**config.mk**
```make
export PLATFORM = sky130hd
export DESIGN_NAME = fwd_hazard_unit_flat
export DESIGN_NICKNAME = d
export VERILOG_FILES = /design/src/rtl/fwd_hazard_unit_pkg.sv /design/src/rtl/fwd_hazard_unit_if.sv /design/src/rtl/fwd_operand_select.sv /design/src/rtl/fwd_hazard_unit.sv /design/src/flat_wrapper.sv
export SDC_FILE = /design/constraint.sdc
export NUM_CORES = 1
export LEC_CHECK = 0
export CORE_MARGIN = 8
export CORE_UTILIZATION = 44
export CTS_CLUSTER_SIZE = 40
export DETAILED_ROUTE_END_ITERATION = 12
export HOLD_SLACK_MARGIN = 0.1
export PLACE_DENSITY = 0.75
export SETUP_SLACK_MARGIN = 0.3
export SLEW_MARGIN = 15
export SYNTH_ARGS = -nofsm -noshare
export SYNTH_HDL_FRONTEND = slang
export SYNTH_HIERARCHICAL = 1
export SYNTH_SLANG_ARGS = --single-unit
```
**constraint.sdc**
```tcl
create_clock -name i_clk -period 2.4 [get_ports i_clk]
set_input_delay 0.48 -clock i_clk [delete_from_list [all_inputs] [get_ports i_clk]]
set_output_delay 0.48 -clock i_clk [all_outputs]
set_load 0.005 [all_outputs]
```
**src/rtl/fwd_hazard_unit_pkg.sv**
```systemverilog
// Shared constants for the EX-stage forwarding / load-use hazard unit:
// operand-mux select codes, tracking-entry field layout and FSM encodings.
package fwd_hazard_unit_pkg;

    localparam logic [1:0] FWD_SEL_REGFILE = 2'b00;
    localparam logic [1:0] FWD_SEL_EXMEM   = 2'b01;
    localparam logic [1:0] FWD_SEL_MEMWB   = 2'b10;

    // Tracking entry is {dest, valid, reg_write, mem_read}. The flags sit at the
    // LSB end so the dest field can follow the register-address width.
    localparam int ENT_MEM_READ  = 0;
    localparam int ENT_REG_WRITE = 1;
    localparam int ENT_VALID     = 2;
    localparam int ENT_NB_FLAGS  = 3;

    localparam logic [0:0] ST_RUN    = 1'b0;
    localparam logic [0:0] ST_BUBBLE = 1'b1;

endpackage

```
**src/rtl/fwd_hazard_unit_if.sv**
```systemverilog
// ID-stage request / EX-select response bundle between the pipeline and the
// forwarding-hazard unit.
interface fwd_hazard_unit_if #(
    parameter int NB_REG_ADDR = 5,
    parameter int NB_COUNT    = 16
);
    logic                   i_ext_stall;
    logic                   i_flush;
    logic                   i_id_valid;
    logic [NB_REG_ADDR-1:0] i_id_rs;
    logic [NB_REG_ADDR-1:0] i_id_rt;
    logic                   i_id_uses_rt;
    logic [NB_REG_ADDR-1:0] i_id_dest;
    logic                   i_id_reg_write;
    logic                   i_id_mem_read;
    logic                   o_stall;
    logic                   o_bubble;
    logic [1:0]             o_fwd_a_sel;
    logic [1:0]             o_fwd_b_sel;
    logic [NB_COUNT-1:0]    o_bubble_count;

    modport master (
        output i_ext_stall, i_flush, i_id_valid, i_id_rs, i_id_rt, i_id_uses_rt,
               i_id_dest, i_id_reg_write, i_id_mem_read,
        input  o_stall, o_bubble, o_fwd_a_sel, o_fwd_b_sel, o_bubble_count
    );

    modport slave (
        input  i_ext_stall, i_flush, i_id_valid, i_id_rs, i_id_rt, i_id_uses_rt,
               i_id_dest, i_id_reg_write, i_id_mem_read,
        output o_stall, o_bubble, o_fwd_a_sel, o_fwd_b_sel, o_bubble_count
    );

endinterface

```
**src/rtl/fwd_operand_select.sv**
```systemverilog
// Combinational select for one EX operand: compares a source address against
// the producers currently in EX and MEM; EX (youngest) wins.
module fwd_operand_select #(
    parameter int NB_REG_ADDR = 5
) (
    input  logic [NB_REG_ADDR-1:0] src,
    input  logic                   en,
    input  logic                   ex_valid,
    input  logic                   ex_reg_write,
    input  logic [NB_REG_ADDR-1:0] ex_dest,
    input  logic                   mem_valid,
    input  logic                   mem_reg_write,
    input  logic [NB_REG_ADDR-1:0] mem_dest,
    output logic [1:0]             sel,
    output logic                   ex_match
);
    import fwd_hazard_unit_pkg::*;

    logic mem_match;

    // $0 is hard-wired zero, so a producer "writing" it must never be forwarded.
    assign ex_match  = en && (src != '0) && ex_valid && ex_reg_write && (ex_dest == src);
    assign mem_match = en && (src != '0) && mem_valid && mem_reg_write && (mem_dest == src);

    assign sel = ex_match  ? FWD_SEL_EXMEM :
                 mem_match ? FWD_SEL_MEMWB : FWD_SEL_REGFILE;

endmodule

```
**src/rtl/fwd_hazard_unit.sv**
```systemverilog
// Forwarding-select and load-use hazard unit, advancing in lock-step with the
// ID/EX register: tracks EX/MEM/WB producers, registers operand selects, stalls once per load-use.
module fwd_hazard_unit #(
    parameter int NB_REG_ADDR = 5,
    parameter int NB_COUNT    = 16
) (
    input  logic          i_clk,
    input  logic          i_reset,
    fwd_hazard_unit_if.slave bus
);
    import fwd_hazard_unit_pkg::*;

    localparam int                  NB_ENTRY  = NB_REG_ADDR + ENT_NB_FLAGS;
    localparam logic [NB_COUNT-1:0] COUNT_MAX = '1;

    logic [NB_ENTRY-1:0] ex_entry, mem_entry, wb_entry, id_entry;
    logic [0:0]          state;
    logic [1:0]          fwd_a_sel, fwd_b_sel, next_a_sel, next_b_sel;
    logic [NB_COUNT-1:0] bubble_count;
    logic                a_ex_match, b_ex_match;
    logic                hazard, stall, id_live;

    fwd_operand_select #(.NB_REG_ADDR(NB_REG_ADDR)) u_sel_a (
        .src           (bus.i_id_rs),
        .en            (1'b1),
        .ex_valid      (ex_entry[ENT_VALID]),
        .ex_reg_write  (ex_entry[ENT_REG_WRITE]),
        .ex_dest       (ex_entry[ENT_NB_FLAGS +: NB_REG_ADDR]),
        .mem_valid     (mem_entry[ENT_VALID]),
        .mem_reg_write (mem_entry[ENT_REG_WRITE]),
        .mem_dest      (mem_entry[ENT_NB_FLAGS +: NB_REG_ADDR]),
        .sel           (next_a_sel),
        .ex_match      (a_ex_match)
    );

    fwd_operand_select #(.NB_REG_ADDR(NB_REG_ADDR)) u_sel_b (
        .src           (bus.i_id_rt),
        .en            (bus.i_id_uses_rt),
        .ex_valid      (ex_entry[ENT_VALID]),
        .ex_reg_write  (ex_entry[ENT_REG_WRITE]),
        .ex_dest       (ex_entry[ENT_NB_FLAGS +: NB_REG_ADDR]),
        .mem_valid     (mem_entry[ENT_VALID]),
        .mem_reg_write (mem_entry[ENT_REG_WRITE]),
        .mem_dest      (mem_entry[ENT_NB_FLAGS +: NB_REG_ADDR]),
        .sel           (next_b_sel),
        .ex_match      (b_ex_match)
    );

    // A load in EX cannot be forwarded yet; the consumer waits one cycle and
    // then picks the value up from MEM/WB. A flushed instruction never stalls.
    assign hazard = bus.i_id_valid && !bus.i_flush && ex_entry[ENT_MEM_READ]
                    && (a_ex_match || b_ex_match);
    assign stall  = hazard && !bus.i_ext_stall;

    // Invalid entries are stored as all-zero so a bubble carries no stale flags.
    assign id_live  = bus.i_id_valid && !bus.i_flush && !stall;
    assign id_entry = id_live ? {bus.i_id_dest, 1'b1, bus.i_id_reg_write, bus.i_id_mem_read}
                              : '0;

    always_ff @(posedge i_clk) begin
        // NOTE: non-blocking assignments let every stage sample the pre-edge
        // value of its neighbour, which is what makes the shift register work.
        if (i_reset) begin
            ex_entry     <= '0;
            mem_entry    <= '0;
            wb_entry     <= '0;
            fwd_a_sel    <= FWD_SEL_REGFILE;
            fwd_b_sel    <= FWD_SEL_REGFILE;
            state        <= ST_RUN;
            bubble_count <= '0;
        end else if (!bus.i_ext_stall) begin
            wb_entry  <= mem_entry;
            mem_entry <= ex_entry;
            ex_entry  <= id_entry;
            fwd_a_sel <= id_live ? next_a_sel : FWD_SEL_REGFILE;
            fwd_b_sel <= id_live ? next_b_sel : FWD_SEL_REGFILE;
            state     <= stall ? ST_BUBBLE : ST_RUN;
            if (stall && state == ST_RUN && bubble_count != COUNT_MAX)
                bubble_count <= bubble_count + 1'b1;
        end
    end

    assign bus.o_stall        = stall;
    assign bus.o_bubble       = stall;
    assign bus.o_fwd_a_sel    = fwd_a_sel;
    assign bus.o_fwd_b_sel    = fwd_b_sel;
    assign bus.o_bubble_count = bubble_count;

    // A bubble leaves EX empty, so back-to-back stalls are structurally impossible.
    a_no_stall_in_bubble: assert property (@(posedge i_clk) disable iff (i_reset)
        (state == ST_BUBBLE) |-> !stall);

    a_wb_empty_is_zero: assert property (@(posedge i_clk) disable iff (i_reset)
        !wb_entry[ENT_VALID] |-> (wb_entry == '0));

endmodule

```
**src/flat_wrapper.sv**
```systemverilog
// flat-port wrapper written by rule: the top's interface ports become plain ports
module fwd_hazard_unit_flat import fwd_hazard_unit_pkg::*;
#(
    parameter int NB_REG_ADDR = 5,
    parameter int NB_COUNT    = 16
)
  (i_clk, i_reset, bus_i_ext_stall, bus_i_flush, bus_i_id_valid, bus_i_id_rs, bus_i_id_rt, bus_i_id_uses_rt, bus_i_id_dest, bus_i_id_reg_write, bus_i_id_mem_read, bus_o_stall, bus_o_bubble, bus_o_fwd_a_sel, bus_o_fwd_b_sel, bus_o_bubble_count);
  fwd_hazard_unit_if #(.NB_REG_ADDR(NB_REG_ADDR), .NB_COUNT(NB_COUNT)) bus_i ();
  input  logic i_clk;
  input  logic i_reset;
  input wire logic [$bits(bus_i.i_ext_stall)-1:0] bus_i_ext_stall;
  input wire logic [$bits(bus_i.i_flush)-1:0] bus_i_flush;
  input wire logic [$bits(bus_i.i_id_valid)-1:0] bus_i_id_valid;
  input wire logic [$bits(bus_i.i_id_rs)-1:0] bus_i_id_rs;
  input wire logic [$bits(bus_i.i_id_rt)-1:0] bus_i_id_rt;
  input wire logic [$bits(bus_i.i_id_uses_rt)-1:0] bus_i_id_uses_rt;
  input wire logic [$bits(bus_i.i_id_dest)-1:0] bus_i_id_dest;
  input wire logic [$bits(bus_i.i_id_reg_write)-1:0] bus_i_id_reg_write;
  input wire logic [$bits(bus_i.i_id_mem_read)-1:0] bus_i_id_mem_read;
  output wire logic [$bits(bus_i.o_stall)-1:0] bus_o_stall;
  output wire logic [$bits(bus_i.o_bubble)-1:0] bus_o_bubble;
  output wire logic [$bits(bus_i.o_fwd_a_sel)-1:0] bus_o_fwd_a_sel;
  output wire logic [$bits(bus_i.o_fwd_b_sel)-1:0] bus_o_fwd_b_sel;
  output wire logic [$bits(bus_i.o_bubble_count)-1:0] bus_o_bubble_count;
  assign bus_i.i_ext_stall = bus_i_ext_stall;
  assign bus_i.i_flush = bus_i_flush;
  assign bus_i.i_id_valid = bus_i_id_valid;
  assign bus_i.i_id_rs = bus_i_id_rs;
  assign bus_i.i_id_rt = bus_i_id_rt;
  assign bus_i.i_id_uses_rt = bus_i_id_uses_rt;
  assign bus_i.i_id_dest = bus_i_id_dest;
  assign bus_i.i_id_reg_write = bus_i_id_reg_write;
  assign bus_i.i_id_mem_read = bus_i_id_mem_read;
  assign bus_o_stall = bus_i.o_stall;
  assign bus_o_bubble = bus_i.o_bubble;
  assign bus_o_fwd_a_sel = bus_i.o_fwd_a_sel;
  assign bus_o_fwd_b_sel = bus_i.o_fwd_b_sel;
  assign bus_o_bubble_count = bus_i.o_bubble_count;
  fwd_hazard_unit #(.NB_REG_ADDR(NB_REG_ADDR), .NB_COUNT(NB_COUNT)) u_core (.i_clk(i_clk), .i_reset(i_reset), .bus(bus_i));
endmodule
```
==> run summary <==
#FFs+latches synth -> 36
Synth Warn # -> 6
Initial Util -> 46.22%
routed length per instance -> 16.20 um
RSZ-0062 raised after global routing -> yes
Rel. slew slack -> 48.96%
crit-path cells -> buf_6, or4_4, nor2_4, nor3_4, o21ai_2, nor2_2, buf_4, buf_6
Avg Cell Area, Syn -> 8.805 um2
clock root cell -> clkbuf_8
first-pass GRT wire length -> 8887 um
antenna cell count -> 0
vias in the first global route -> 1942
Routed Antenna Nets -> 0
grt ovf -> 0
critical path class -> in2out
post-layout util -> 71.11%
top cell type's share of synthesized area -> 38.43%
chip height -> 81.29 um
final worst-path cycle share -> 94.81%
Synth area leader -> dfxtp_1
Critical Path Source Type -> primary input
Slew @ Worst Pin -> 0.7586 ns
area occupied by multi-input gates -> 1310 um2
leak pwr -> 0.9980 nW
core footprint -> 4058 um2
port bufs -> 44
hpwl dp -> 3648 um
Register Area -> 734.5 um2
Reg2Reg Setup Slack -> 0.13 ns
ratio of cells with drive above 1 in the final layout -> 33.45%
Slew Viols, Final -> 0
layout overhead on the synthesized area -> 53.84%
crit path max-delay cell type -> or4_4
status -> finished, final reports clean
CTS Sinks -> 36
ys async rst share -> 0%
Routability Congestion -> 0.8275
Initial DRC Count -> 109
CP max stage delay -> 0.53 ns
die area -> 6608 um2
Tmin final -> 2.275 ns
Main synth FF type -> dfxtp_1
CTS max path bufs -> 2
final worst setup slack -> 0.1246 ns
H-tree levels -> 2
initial antenna violation count -> 0
Reg clk slew, reported paths -> 0.07 ns
placed instance area -> 2566 um2
Final Skew -> 0.009335 ns
top-level port count -> 45
drt first pass iters -> 4
Hold WC Path Type -> reg2reg
post-route cell area -> 2885 um2
maximum VDD drop -> 0.3935 mV
number of synthesized flops with an enable pin -> 0
largest net degree at the start of global routing -> 26
Worst Path Required -> 1.92 ns
P per Cell Area -> 416.5 nW/um2
top cells by area in the synthesized netlist -> dfxtp_1, xnor2_1, nor2_1
nets@finish -> 308
Hold Buf Count CTS -> 0
Netlist cell types -> 38
Post-synth top cells -> dfxtp_1, nor2_1, xnor2_1
Total GRT Usage -> 16.90%
Die W -> 81.29 um
dpl ws -> -0.5742 ns
CTS tree -> yes
register area share after synthesis -> 38.43%
Routed WL -> 5412 um
Setup crit end kind -> output port
DR vias/cell -> 5.662
Critical Path AT -> 1.80 ns
Num CTS Buffers -> 5
synthesized area -> 1876 um2
row count -> 23
Final Hold Fails -> 0
DRC viols -> 0
Max Freq -> 439.5 MHz
via count -> 1891
Max FO, Critical Path -> 3
Mapped Cells -> 213
Clock Latency Late Sink -> 0.29 ns
Crit path top cell by count -> buf_6
Fill cells -> 302
Finish-stage setup viols -> 0
MaxCap Viol Count -> 0
most frequent cell after synthesis -> dfxtp_1
-- worst max-delay path, delay by kind of cell --
| family | cells | cell delay, ns |
|---|---|---|
| buffers and inverters | 3 | 0.34 |
| AND/OR/NAND/NOR | 4 | 0.79 |
| AO/OA/AOI/OAI | 1 | 0.18 |
-- state kept, by name, summed over array words and instances, names as in the netlist --
name,cells
u_core/bus.o_bubble_count,16
u_core/ex_entry,8
u_core/mem_entry,7
u_core/bus.o_fwd_a_sel,2
u_core/bus.o_fwd_b_sel,2
u_core/state,1
-- stage by stage --
| step | power (mW) | std cells | hold slack, ns | setup TNS (ns) |
|---|---|---|---|---|
| 5_1_grt | 1.245 | 334 | 0.5480 | 0 |
| 4_1_cts | 1.210 | 331 | 0.5257 | 0 |
| 3_3_place_gp | 0.7477 | 320 | 0.4904 | -9.898 |
| 3_5_place_dp | 0.7486 | 320 | 0.5125 | -10.42 |
| 6_report | 1.202 | 334 | 0.5226 | 0 |
| 2_1_floorplan | 0.6752 | 214 | 0.4851 | 0 |
-- report_power, final --
group,internal [mW],switching [mW]
logic,0.0730,0.0543
registers,0.600,0.00709
clock network,0.256,0.212
total,0.928,0.273
-- per-layer routing --
layer / routed length, um / global-route usage (%)
met1: 2271 / 19.23
met5: 0 / 0
met4: 135 / 7.500
met2: 2751 / 29.28
met3: 253 / 3.974
-- repair_timing --
| item | 4_1_cts | 5_1_grt |
|---|---|---|
| gates cloned | 1 | 0 |
| endpoints found under the hold margin | 0 | 0 |
| gates resized for setup | 80 | 21 |
| setup buffers | 3 | 3 |
| pin swaps | 20 | 12 |
| setup endpoints to repair | 30 | 18 |
-- logic make-up (layout without fill, tap and decap cells) --
family,after synthesis,count (layout),share of synthesized area [%]
AO/OA/AOI/OAI,39,39,13.88
XOR/XNOR,20,20,9.340
adder cells (fa/ha/maj),1,1,0.6670
buffers and inverters,16,85,4.203
flip-flops,36,36,38.43
multiplexers,11,11,6.137
other,1,2,0.1999
AND/OR/NAND/NOR,89,90,27.15
-- placed cells by master (no fill, tap or decap), types with 3 or more instances in the layout --
cell and n:
a22oi_1 11, a31oi_1 3, xnor2_1 15, or4_4 5, dfxtp_4 3, nor4_4 4
buf_4 27, o31ai_1 4, dfxtp_1 31, nor2_4 3, xnor2_2 5, or3_1 4
nand2_1 5, buf_2 5, nand3_1 4, buf_6 8, or3_4 3, nor3_1 3
inv_1 3, nor2_1 26, nor4_2 3, clkbuf_8 7, clkdlybuf4s50_1 28, dlygate4sd2_1 4
a21oi_1 8, mux2i_1 7, or4_1 5, nor2b_1 5, nand4_1 11
-- worst paths after layout --
path / start / endpoint / depth (start not counted)
setup / recovery: bus_i_id_rt[3] / bus_o_bubble / 8
hold / removal: u_core/bus.o_fwd_b_sel[0]$_SDFFE_PP0N_ / u_core/bus.o_fwd_b_sel[0]$_SDFFE_PP0N_ / 2
setup reg to reg: u_core/ex_entry[7]$_SDFFE_PP0N_ / u_core/bus.o_bubble_count[9]$_SDFFE_PP0P_ / 8
hold reg to reg: u_core/bus.o_fwd_b_sel[0]$_SDFFE_PP0N_ / u_core/bus.o_fwd_b_sel[0]$_SDFFE_PP0N_ / 2
-- layout make-up --
cell class	instances	share of cell area (%)
Multi-Input combinational cell	163	45.40
Sequential cell	36	25.46
Timing Repair Buffer	75	23.24
Clock buffer	7	3.339
Tap cell	50	2.168
Inverter	3	0.3903
No activity file was read; power rests on OpenSTA's default activity.
